===== src/rtl/seg7_scan_2digit_pkg.sv =====
// ---------------------------------------------------------------------------
// seg7_scan_2digit_pkg
//   Shared display definitions for the counter display path.
//   - SEG_0..SEG_9, SEG_DASH, SEG_BLANK: active-high segment codes in
//     {a,b,c,d,e,f,g} order (bit 6 = a, bit 0 = g).
//   - AN_NONE / AN_ONES / AN_TENS: active-high anode slot encodings
//     (bit 0 = ones digit, bit 1 = tens digit).
//   - scan_state_e: which digit slot the scanner is currently driving.
//   - seg_polarity / an_polarity: map active-high codes onto the board's
//     pin polarity.
// ---------------------------------------------------------------------------
package seg7_scan_2digit_pkg;

    // Active-high segment codes, {a,b,c,d,e,f,g}
    localparam logic [6:0] SEG_0     = 7'h7E;
    localparam logic [6:0] SEG_1     = 7'h30;
    localparam logic [6:0] SEG_2     = 7'h6D;
    localparam logic [6:0] SEG_3     = 7'h79;
    localparam logic [6:0] SEG_4     = 7'h33;
    localparam logic [6:0] SEG_5     = 7'h5B;
    localparam logic [6:0] SEG_6     = 7'h5F;
    localparam logic [6:0] SEG_7     = 7'h70;
    localparam logic [6:0] SEG_8     = 7'h7F;
    localparam logic [6:0] SEG_9     = 7'h7B;
    localparam logic [6:0] SEG_DASH  = 7'h01;
    localparam logic [6:0] SEG_BLANK = 7'h00;

    // Active-high anode slot encodings
    localparam logic [1:0] AN_NONE = 2'b00;
    localparam logic [1:0] AN_ONES = 2'b01;
    localparam logic [1:0] AN_TENS = 2'b10;

    // Scan slot currently being driven
    typedef enum logic {
        SHOW0 = 1'b0,   // ones digit
        SHOW1 = 1'b1    // tens digit
    } scan_state_e;

    // Convert an active-high segment pattern to pin polarity
    function automatic logic [6:0] seg_polarity(input logic [6:0] seg_hi,
                                                input logic       active_low);
        logic [6:0] seg_pin;
        if (active_low) begin
            seg_pin = ~seg_hi;
        end else begin
            seg_pin = seg_hi;
        end
        return seg_pin;
    endfunction

    // Convert an active-high anode pattern to pin polarity
    function automatic logic [1:0] an_polarity(input logic [1:0] an_hi,
                                               input logic       active_low);
        logic [1:0] an_pin;
        if (active_low) begin
            an_pin = ~an_hi;
        end else begin
            an_pin = an_hi;
        end
        return an_pin;
    endfunction

endpackage


===== src/rtl/bcd_to_seg7.sv =====
// ---------------------------------------------------------------------------
// bcd_to_seg7
//   Combinational BCD to 7-segment decoder, active-high output.
//   Codes 10..15 are not valid BCD and show a single dash (segment g).
//   Ports:
//     bcd  input  [3:0]  digit code
//     seg  output [6:0]  {a,b,c,d,e,f,g}, seg[6] = a, seg[0] = g
// ---------------------------------------------------------------------------
module bcd_to_seg7
    import seg7_scan_2digit_pkg::*;
(
    input  logic [3:0] bcd,
    output logic [6:0] seg
);

    // Digit lookup; anything outside 0..9 falls through to the dash
    always_comb begin
        seg = SEG_DASH;
        case (bcd)
            4'd0:    seg = SEG_0;
            4'd1:    seg = SEG_1;
            4'd2:    seg = SEG_2;
            4'd3:    seg = SEG_3;
            4'd4:    seg = SEG_4;
            4'd5:    seg = SEG_5;
            4'd6:    seg = SEG_6;
            4'd7:    seg = SEG_7;
            4'd8:    seg = SEG_8;
            4'd9:    seg = SEG_9;
            default: seg = SEG_DASH;
        endcase
    end

endmodule


===== src/rtl/seg7_scan_2digit.sv =====
// ---------------------------------------------------------------------------
// seg7_scan_2digit
//   Two-digit multiplexed 7-segment display driver. The ones and tens
//   digits are latched once per refresh frame (at the tens->ones slot
//   boundary) so a frame never mixes old and new values. Each slot opens
//   with a short anode-off guard to suppress ghosting, and a zero tens
//   digit can be blanked. Seg and An are registered, one cycle behind the
//   scan position.
//   Parameters:
//     SCAN_DIV   clock cycles per digit slot (>= 2)
//     BLANK_CYC  anode-off cycles at the start of each slot (< SCAN_DIV)
//     ACTIVE_LOW 1: Seg/An pins active-low, 0: active-high
//     BLANK_LZ   1: blank the tens digit when its latched value is 0
//   Ports:
//     Clk  input       system clock, rising edge
//     R    input       asynchronous active-high reset
//     D0   input  [3:0] ones digit (BCD)
//     D1   input  [3:0] tens digit (BCD)
//     En   input       display enable; 0 blanks outputs and freezes scan
//     Seg  output [6:0] segments {a..g}, Seg[6] = a
//     An   output [1:0] anode enables, An[0] = ones, An[1] = tens
// ---------------------------------------------------------------------------
module seg7_scan_2digit
    import seg7_scan_2digit_pkg::*;
#(
    parameter int SCAN_DIV   = 50000,
    parameter int BLANK_CYC  = 500,
    parameter int ACTIVE_LOW = 1,
    parameter int BLANK_LZ   = 1
) (
    input  logic       Clk,
    input  logic       R,
    input  logic [3:0] D0,
    input  logic [3:0] D1,
    input  logic       En,
    output logic [6:0] Seg,
    output logic [1:0] An
);

    localparam int               CNT_W     = $clog2(SCAN_DIV);
    localparam logic [CNT_W-1:0] CNT_MAX   = CNT_W'(SCAN_DIV - 1);
    localparam logic [CNT_W-1:0] BLANK_LIM = CNT_W'(BLANK_CYC);
    localparam logic [CNT_W-1:0] CNT_ONE   = CNT_W'(1);
    localparam logic [CNT_W-1:0] CNT_ZERO  = CNT_W'(0);
    localparam logic             AL_B      = (ACTIVE_LOW != 0);
    localparam logic             LZ_B      = (BLANK_LZ != 0);
    localparam logic [6:0]       SEG_OFF   = seg_polarity(SEG_BLANK, AL_B);
    localparam logic [1:0]       AN_OFF    = an_polarity(AN_NONE, AL_B);

    scan_state_e      state_r;
    scan_state_e      state_nxt_s;
    logic [CNT_W-1:0] cnt_r;
    logic [CNT_W-1:0] cnt_nxt_s;
    logic [3:0]       d0_q_r;
    logic [3:0]       d1_q_r;
    logic             latch_s;
    logic [3:0]       digit_s;
    logic [6:0]       seg_dec_s;
    logic [6:0]       seg_hi_s;
    logic [1:0]       an_hi_s;
    logic             guard_s;
    logic             tens_zero_s;
    logic [6:0]       seg_nxt_s;
    logic [1:0]       an_nxt_s;

    // Scan state, slot counter and frame latches
    always_ff @(posedge Clk or posedge R) begin
        if (R) begin
            state_r <= SHOW0;
            cnt_r   <= CNT_ZERO;
            d0_q_r  <= 4'd0;
            d1_q_r  <= 4'd0;
        end else begin
            state_r <= state_nxt_s;
            cnt_r   <= cnt_nxt_s;
            if (latch_s) begin
                d0_q_r <= D0;
                d1_q_r <= D1;
            end else begin
                d0_q_r <= d0_q_r;
                d1_q_r <= d1_q_r;
            end
        end
    end

    // Next scan position; everything holds while the display is disabled.
    // The frame latch fires only when the tens slot ends, so both digits
    // of a frame always come from the same sample.
    always_comb begin
        state_nxt_s = state_r;
        cnt_nxt_s   = cnt_r;
        latch_s     = 1'b0;
        if (En) begin
            if (cnt_r == CNT_MAX) begin
                cnt_nxt_s = CNT_ZERO;
                case (state_r)
                    SHOW0: begin
                        state_nxt_s = SHOW1;
                        latch_s     = 1'b0;
                    end
                    SHOW1: begin
                        state_nxt_s = SHOW0;
                        latch_s     = 1'b1;
                    end
                    default: begin
                        state_nxt_s = SHOW0;
                        latch_s     = 1'b0;
                    end
                endcase
            end else begin
                cnt_nxt_s = cnt_r + CNT_ONE;
            end
        end else begin
            state_nxt_s = state_r;
            cnt_nxt_s   = cnt_r;
        end
    end

    // Digit shown in the current slot
    always_comb begin
        digit_s = d0_q_r;
        case (state_r)
            SHOW0:   digit_s = d0_q_r;
            SHOW1:   digit_s = d1_q_r;
            default: digit_s = d0_q_r;
        endcase
    end

    bcd_to_seg7 u_bcd_to_seg7 (
        .bcd (digit_s),
        .seg (seg_dec_s)
    );

    // Active-high anode/segment pattern for the current (state, cnt).
    // Segments keep showing the slot's digit during the guard and when the
    // tens anode is suppressed; only the anodes are gated.
    always_comb begin
        guard_s     = (cnt_r < BLANK_LIM);
        tens_zero_s = LZ_B && (d1_q_r == 4'd0);
        seg_hi_s    = SEG_BLANK;
        an_hi_s     = AN_NONE;
        if (En) begin
            seg_hi_s = seg_dec_s;
            if (guard_s) begin
                an_hi_s = AN_NONE;
            end else begin
                case (state_r)
                    SHOW0:   an_hi_s = AN_ONES;
                    SHOW1:   an_hi_s = tens_zero_s ? AN_NONE : AN_TENS;
                    default: an_hi_s = AN_NONE;
                endcase
            end
        end else begin
            seg_hi_s = SEG_BLANK;
            an_hi_s  = AN_NONE;
        end
        seg_nxt_s = seg_polarity(seg_hi_s, AL_B);
        an_nxt_s  = an_polarity(an_hi_s, AL_B);
    end

    // Output registers keep the pins glitch-free
    always_ff @(posedge Clk or posedge R) begin
        if (R) begin
            Seg <= SEG_OFF;
            An  <= AN_OFF;
        end else begin
            Seg <= seg_nxt_s;
            An  <= an_nxt_s;
        end
    end

endmodule


===== config.mk =====
export PLATFORM = sky130hd
export DESIGN_NAME = seg7_scan_2digit
export DESIGN_NICKNAME = d
export VERILOG_FILES = /design/src/rtl/seg7_scan_2digit_pkg.sv /design/src/rtl/bcd_to_seg7.sv /design/src/rtl/seg7_scan_2digit.sv
export SDC_FILE = /design/constraint.sdc
export NUM_CORES = 1
export LEC_CHECK = 0
export CAP_MARGIN = 20
export CELL_PAD_IN_SITES_DETAIL_PLACEMENT = 1
export CELL_PAD_IN_SITES_GLOBAL_PLACEMENT = 1
export CORE_AREA = 10 10 78 80
export DETAILED_ROUTE_END_ITERATION = 10
export DIE_AREA = 0 0 88 90
export GPL_ROUTABILITY_DRIVEN = 0
export PLACE_DENSITY = 0.79
export SYNTH_ARGS = -nofsm -noshare
export SYNTH_HDL_FRONTEND = slang
export SYNTH_SLANG_ARGS = --single-unit
export TNS_END_PERCENT = 100

===== constraint.sdc =====
create_clock -name Clk -period 1.75 [get_ports Clk]
set_input_delay 0.35 -clock Clk [delete_from_list [all_inputs] [get_ports Clk]]
set_output_delay 0.35 -clock Clk [all_outputs]
set_load 0.1 [all_outputs]

# Word level (Yosys, flattened, before mapping)
# Memories as Yosys holds them, arrays and structs flattened.
# Cells that the tools add are included.
dict set report word_totals {
  out_inout_bits 9
  in_bits 11
  rom_bits 112
  memories 1
  regBits 34
}
dict set report op_classes {
  mux 11
  add_sub_neg 1
  n_lt_le_gt_ge 1
  eq_ne 1
  reduce_logical 2
  n_bitwise 3
}
# name words word_bits rd rd_clocked_by_memory_dff write_ports line
set memory_table {}
lappend memory_table {{(no name shown)} 16 7 1 0 0 bcd_to_seg7.sv:19} ;# case (bcd)
# operator n
set op_table {}
lappend op_table {{adder 16 x 1 -> 16 bit (second input constant)} 1}
lappend op_table {{== test 16 bit (second input constant)} 1}
lappend op_table {{< comparator 16 x 9 -> 1 bit (second input constant)} 1}
lappend op_table {{two-way mux 16 bit} 1}
lappend op_table {{case mux 4 bit (2 select lines)} 1}
lappend op_table {{two-way mux 7 bit} 1}
lappend op_table {{inverter 7 bit} 1}
lappend op_table {{two-way mux 2 bit} 3}
lappend op_table {{zero test 4 bit} 1}
lappend op_table {{case mux 1 bit (2 select lines)} 2}
lappend op_table {{case mux 2 bit (2 select lines)} 1}
lappend op_table {{two-way mux 1 bit} 2}
lappend op_table {{inverter 2 bit} 1}
lappend op_table {{AND reduction 2 bit} 1}
lappend op_table {{inverter 1 bit} 1}

# Depth between registers and ports, before layout
# Gate-level depths: netlist (run 1).
dict set report depth {
  ltp_word 6
  depth_mapped 7
  mapped_depth_nobuf 6
}

# By module
# A second synthesis (run 1) with hierarchy kept.
dict set report unflattened {
  hier_cells 148
  area_unflattened_um2 1689.1
}
# module instances seq_area_each_um2 cells_each area_each_um2
set by_module_without_submodules {}
lappend by_module_without_submodules {seg7_scan_2digit 1 862.1 119 1456.4}
lappend by_module_without_submodules {bcd_to_seg7 1 0.0 29 232.7}

# Worst setup path before layout (run 1)
# No wires, ideal clock.
dict set report synth_timing {
  path_kind {reg2reg}
  from {register cnt_r[10]}
  to {register d0_q_r[0]}
  arrival_time_ns 1.826
  path_slack_ns -0.201
  t_required_ns 1.625
  synth_period_minus_slack_ns 1.951
  stages_incl_launch_ff 5
  path_cell_list {dfrtp_1 -> or4_4 -> nor4_4 -> nand2_4 -> mux2_4}
}
dict set report synth_via {
  elab_chain_len 3
}
# element line
set synth_lines {}
lappend synth_lines {{from (decl)} seg7_scan_2digit.sv:52} ;# logic [CNT_W-1:0] cnt_r;
lappend synth_lines {{from (signal assigned)} seg7_scan_2digit.sv:75} ;# cnt_r <= cnt_nxt_s;
lappend synth_lines {{== test 16 bit} seg7_scan_2digit.sv:94} ;# if (cnt_r == CNT_MAX) begin
lappend synth_lines {{two-way mux 1 bit} seg7_scan_2digit.sv:94}
lappend synth_lines {{two-way mux 1 bit} seg7_scan_2digit.sv:93} ;# if (En) begin
lappend synth_lines {{to (signal assigned)} seg7_scan_2digit.sv:80} ;# d0_q_r <= d0_q_r;
lappend synth_lines {{to (decl)} seg7_scan_2digit.sv:54} ;# logic [3:0] d0_q_r;
# Every way passes these cells.
# A chain may end at the register's enable or synchronous reset.

# Worst setup path after layout (run 1)
dict set report layout_timing {
  from {register cnt_r[12]}
  to {register d0_q_r[3]}
}
# The elaborated chain is that of the path after synthesis.

==> flow_metrics.env, run 1 <==
export IMPL_pre_cts_slack_ns=-0.2084
export IMPL_slew_violations=0
export IMPL_vdd_drop_max_mv=0.4833
export IMPL_fin_ws_ns=-0.04930
export IMPL_firstDrtPassIters=4
export IMPL_grt_pass1_wl_mm=7.721
export IMPL_synthToLayoutAreaGrowth_pct=41.03
export IMPL_cp_slowest_cell="or4_4"
export IMPL_stdcell_count=267
export IMPL_cts_buffer_depth=2
export IMPL_utilization=0.5284
export IMPL_routed_wirelength_mm=4.487
export IMPL_max_stage_delay_ns=0.58
export IMPL_finalCritPeriodShare=1.028
export IMPL_dieArea_um2=7920
export IMPL_rr_endpoint="d0_q_r[3]"
export IMPL_ys_types=35
export IMPL_synth_top_cell_area_share=0.3631
export IMPL_powerDensity_nw_per_um2=804.8
export IMPL_async_flop_share=1.000
export IMPL_syn_area_um2=1723
export IMPL_dp_hpwl_mm=3.414
export IMPL_worstSetupStartpointType="register"
export IMPL_drt_met1_wl_mm=1.777
export IMPL_place_inst=255
export IMPL_timing_hold_violations_final=0
export IMPL_ys_top_cells_by_count="dfrtp_1 (25), nand2_1 (12), o21ai_0 (12)"
export IMPL_r2r_start="cnt_r[12]"
export IMPL_nNetsFinal=229
export IMPL_num_rows=25
export IMPL_syn_nets=174
export IMPL_io_pins=20
export IMPL_reg2reg_depth=4
export IMPL_holdWs_ns=0.4439
export IMPL_timing_slew_headroom=0.7103
export IMPL_crit_path_max_fanout=8
export IMPL_end_kind="register"
export IMPL_numCtsBuffers=5
export IMPL_clock_latency_ns=0.29
export IMPL_syn_area_per_cell_um2=10.97
export IMPL_clk_pin_slew_ns=0.07
export IMPL_die_y_um=90
export IMPL_yosysTopAreaCell="dfrtp_1"
export IMPL_ys_seq_elements=34
export IMPL_grt_use_total=0.1213
export IMPL_core_um2=4598
export IMPL_grt_overflow_total=0
export IMPL_yosysSeqAreaShare=0.5004
export IMPL_power_leakage_nw=1.161
export IMPL_antennaDiodeCount=0
export IMPL_ctsHoldBuffers=0
export IMPL_cp_cell_sequence="or4_4, nor4_4, nand2_4, mux2_4"
export IMPL_h_tree_depth=2
export IMPL_drt_iter0_drc=82
export IMPL_dr_wl_met2_mm=2.439
export IMPL_worstSetupPathType="register to register"
export IMPL_timing_final_crit_period_ns=1.799
export IMPL_rsz0062_at_grt="yes"
export IMPL_cts_root_buffer="clkbuf_8"
export IMPL_dr_wl_met3_um=180
export IMPL_clock_sinks=34
export IMPL_r2r_slack_ns=-0.05
export IMPL_start_util=0.3747
export IMPL_drc=0
export IMPL_portBuffers=19
export IMPL_grt_pass1_vias=1592
export IMPL_ys_flop_type="dfrtp_1"
export IMPL_vias_per_cell=5.228
export IMPL_cts_tree="done"
export IMPL_hp_class="input pin to asynchronous set/reset pin"
export IMPL_grt_start_max_net_pins=35
export IMPL_synth_area_leaders="dfrtp_1 (36%), dfstp_2 (14%), mux2_4 (7.0%)"
export IMPL_ant_nets=0
export IMPL_die_x_um=88
export IMPL_synth_most_common_cell="dfrtp_1"
export IMPL_synth_edff_count=0
export IMPL_drv_cap=0
export IMPL_top_layer="met4"
export IMPL_drive_gt1_frac=0.3756
export IMPL_synth_cells=157
export IMPL_route_vias_total=1396
export IMPL_post_drt_wl_per_cell_um=16.81
export IMPL_yosysWarnings=0
export IMPL_antenna_found_initial=0
export IMPL_required_ns=1.93
export IMPL_skew_ns=0.002864
export IMPL_totalPowerFinal_mw=1.955
export IMPL_final_setup_viol_count=8
export IMPL_worstPathArrival_ns=1.98
export IMPL_outcome="complete, but fails checks"
export IMPL_fmax_mhz=555.8
export IMPL_worst_slew_pin_transition_ns=0.4345
export IMPL_violations="negative setup slack"
[routing by layer]
layer / vias to the layer above / track usage
li1: 662 / -
met1: 707 / 0.1325
met2: 19 / 0.2106
met3: 8 / 0.03881
met4: 0 / 0.04255
met5: - / 0
[worst max path at each step]
stage | end | depth (start not counted) | start | slack (ns)
finish | d0_q_r[3] | 4 | cnt_r[12] | -0.05
detailed placement | cnt_r[15] | 6 | En | -0.21
floorplan | d0_q_r[0] | 4 | cnt_r[12] | -0.11
CTS | d1_q_r[1] | 4 | cnt_r[12] | -0.07
global route | d1_q_r[2] | 4 | cnt_r[12] | -0.13
global placement | d0_q_r[1] | 5 | En | -0.17
[cells by family (layout without fill, tap and decap cells)]
group,after synthesis,count (layout),synth area share
compound gates,24,24,0.07407
fa+ha+maj,6,6,0.04357
simple gates,57,57,0.1910
mux,15,15,0.1118
xor+xnor,11,11,0.05592
flops,34,34,0.5004
buf+inv,10,66,0.02323
[critical path: cells and delay by family, from the launching register on]
| family | cells | cell delay (ns) |
|---|---|---|
| and+or+nand+nor | 3 | 0.98 |
| DFF | 1 | 0.38 |
| muxes | 1 | 0.33 |
[flip-flops by register name (all words and copies together) (netlist names)]
register,flops
state_r,1
An,2
cnt_r,16
d0_q_r,4
Seg,7
d1_q_r,4
[timing repair]
action / 4_1_cts / 5_1_grt
resized for setup: 2 / 5
pin swaps: 1 / 1
setup endpoints to repair: 13 / 18
buffers inserted: 3 / 1
[power by group]
| group | internal [mW] | switching [mW] |
|---|---|---|
| clock | 0.317 | 0.294 |
| combinational | 0.203 | 0.240 |
| sequential | 0.858 | 0.0434 |
| total | 1.38 | 0.578 |
[layout make-up]
type                            count  area, µm²
Clock buffer                        7      86.33
Clock inverter                      1      5.005
Fill cell                         497       2168
Inverter                            4      15.01
Multi-Input combinational cell    113      845.8
Sequential cell                    34      863.3
Tap cell                           54      67.56
Timing Repair Buffer               54      546.8
[placed cells by master (no fill, tap or decap), types with 2 or more instances in the layout]
cell,count
buf_4,34
dfrtp_1,24
nand2_1,12
o21ai_0,12
clkdlybuf4s50_1,10
dfstp_2,9
nand3_1,9
a21oi_1,9
buf_12,9
mux2_4,8
xor2_1,6
nor2_1,6
ha_1,6
clkbuf_8,6
nand2b_1,5
xnor2_1,5
nand4_1,4
inv_1,4
mux2i_1,4
nor3_1,3
or2_1,2
or3_1,2
nor4_2,2
nor4_1,2
and3_1,2
mux2_2,2
[through the flow]
stage,TNS [ns],cell area [µm²]
4_1_cts,-0.5414,2402
6_report,-0.3598,2430
2_1_floorplan,-0.8942,1723
5_1_grt,-1.119,2430
3_3_place_gp,-2.233,2278
3_5_place_dp,-2.875,2278
Note: power is estimated with default switching activity, not from simulation.
==> inputs of run 2 (changes only) <==
CORE_AREA = 2 2 50 99   (was 10 10 78 80)
DIE_AREA = 0 0 52 101   (was 0 0 88 90)
PLACE_DENSITY = 0.8   (was 0.79)
==> run 2 against run 1 <==
The flow still finishes with violations (negative setup slack). Sequential power up 0.6%. Worst hold slack worse by 0.037 ns. Sequential cell count unchanged. Clock skew up 0.0014 ns. Total power up 8.3%. Setup slack worse by 0.067 ns. First-iteration DRC count down 71%. Wire length up 5.0%. Critical path depth unchanged. Largest cell class is now multi-input gates.
==> flow_metrics.env, run 2 (synthesis results as in run 1) <==
export IMPL_die_x_um=52
export IMPL_worstSetupPathType="register to register"
export IMPL_slew_violations=0
export IMPL_worst_slew_pin_transition_ns=0.5312
export IMPL_core_um2=4511
export IMPL_grt_overflow_total=0
export IMPL_crit_path_max_fanout=8
export IMPL_finalCritPeriodShare=1.067
export IMPL_die_y_um=101
export IMPL_worstSetupStartpointType="register"
export IMPL_drc=0
export IMPL_antenna_found_initial=0
export IMPL_post_drt_wl_per_cell_um=17.59
export IMPL_clock_sinks=34
export IMPL_most_common_layout_cells="buf_4 (34), dfrtp_1 (25), nand2_1 (12)"
export IMPL_worstPathArrival_ns=2.05
export IMPL_multi_input_area_um2=888.4
export IMPL_ant_nets=0
export IMPL_synthToLayoutAreaGrowth_pct=45.46
export IMPL_regMostFlops="cnt_r"
export IMPL_cts_buffer_depth=2
export IMPL_io_pins=20
export IMPL_vdd_drop_max_mv=0.6117
export IMPL_fin_tns_setup_ns=-1.044
export IMPL_skew_ns=0.004238
export IMPL_power_leakage_nw=1.183
export IMPL_timing_final_crit_period_ns=1.867
export IMPL_violations="negative setup slack"
export IMPL_routed_wirelength_mm=4.713
export IMPL_numCtsBuffers=5
export IMPL_vias_per_cell=5.205
export IMPL_start_util=0.3820
export IMPL_drt_iter0_drc=24
export IMPL_fin_ws_ns=-0.1166
export IMPL_num_rows=35
export IMPL_nNetsFinal=229
export IMPL_drv_cap=0
export IMPL_outcome="complete, but fails checks"
export IMPL_end_kind="register"
export IMPL_r2r_slack_ns=-0.12
export IMPL_dieArea_um2=5252
export IMPL_dp_hpwl_mm=3.163
export IMPL_grt_start_max_net_pins=35
export IMPL_required_ns=1.93
export IMPL_r2r_start="cnt_r[12]"
export IMPL_ctsHoldBuffers=0
export IMPL_seq_area_um2=862.1
export IMPL_portBuffers=19
export IMPL_fill_cells=483
export IMPL_rsz0062_at_grt="yes"
export IMPL_top_regs="cnt_r (16), Seg (7)"
export IMPL_final_common_cell="buf_4"
export IMPL_antennaDiodeCount=0
export IMPL_cts_root_buffer="clkbuf_8"
export IMPL_reg2reg_depth=4
export IMPL_timing_slew_headroom=0.6358
export IMPL_grt_pass1_vias=1562
export IMPL_h_tree_depth=2
export IMPL_grt_use_total=0.2092
export IMPL_drive_gt1_frac=0.3897
export IMPL_rr_endpoint="d1_q_r[3]"
export IMPL_totalPowerFinal_mw=2.118
export IMPL_place_inst=254
export IMPL_timing_hold_violations_final=0
export IMPL_fmax_mhz=535.7
export IMPL_powerDensity_nw_per_um2=845.0
export IMPL_clk_pin_slew_ns=0.07
export IMPL_grt_pass1_wl_mm=7.941
export IMPL_route_vias_total=1395
export IMPL_hp_class="input pin to asynchronous set/reset pin"
export IMPL_cts_tree="done"
export IMPL_clock_latency_ns=0.30
export IMPL_stdcell_count=268
export IMPL_largest_reg_flops=16
export IMPL_firstDrtPassIters=4
export IMPL_final_setup_viol_count=11
[run 2: how the worst max path moves through the flow]
stage	start	to	slack, ns
after global routing	cnt_r[12]	d0_q_r[0]	-0.17
after floorplan	cnt_r[12]	d0_q_r[0]	-0.11
after global placement	En	cnt_r[9]	-0.24
after CTS	cnt_r[12]	d1_q_r[0]	-0.13
final	cnt_r[12]	d1_q_r[3]	-0.12
after detailed placement	En	d1_q_r[0]	-0.33
[run 2: layout make-up]
type                    instances  share of cell area
clock inverters                 1             0.01198
inverters                       4            0.005991
multi-input cells             113              0.3545
clock buffers                   7             0.03445
well taps                      55             0.02746
repair buffers                 54              0.2217
flip-flops and latches         34              0.3440
[run 2: metal layers]
| metal | routed length (µm) | track usage | vias up |
|---|---|---|---|
| met5 | 0 | 0 | - |
| li1 | - | - | 665 |
| met1 | 1858 | 0.2495 | 691 |
| met2 | 2563 | 0.3505 | 30 |
| met3 | 180 | 0.04154 | 9 |
| met4 | 111 | 0.09717 | 0 |
[run 2: power breakdown]
group	switching, mW	internal (mW)	total [mW]
clock	0.293	0.464	0.757
combinational	0.246	0.208	0.454
sequential	0.0486	0.858	0.906
total	0.587	1.53	2.12
[run 2: critical path, stage by stage, from the launching register on]
cell and delay (ns):
dfrtp_1 0.38, or4_4 0.56, nor4_4 0.28, nand2_4 0.19
mux2_4 0.34
[run 2: repair_timing]
| item | 4_1_cts | 5_1_grt |
|---|---|---|
| resized for setup | 6 | 7 |
| buffers inserted | 2 | 4 |
| endpoints found under the hold margin | 0 | 0 |
| pin swaps | 3 | 5 |
| endpoints found under the setup margin | 13 | 22 |
[run 2: stage by stage]
step | util | worst slack [ns] | hold slack, ns | instance area (µm²)
CTS | 0.5406 | -0.1286 | 0.4148 | 2439
finish | 0.5556 | -0.1166 | 0.4070 | 2506
global route | 0.5556 | -0.1709 | 0.4262 | 2506
floorplan | - | -0.1118 | 0.4611 | 1723
global placement | 0.5049 | -0.2365 | 0.5079 | 2277
detailed placement | 0.5049 | -0.3335 | 0.4990 | 2277
==> inputs of run 3 (changes only) <==
HOLD_SLACK_MARGIN = 0.03   (was not set)
==> results of run 3 <==
No change in the layout: final DEF, timing and power equal those of run 2.
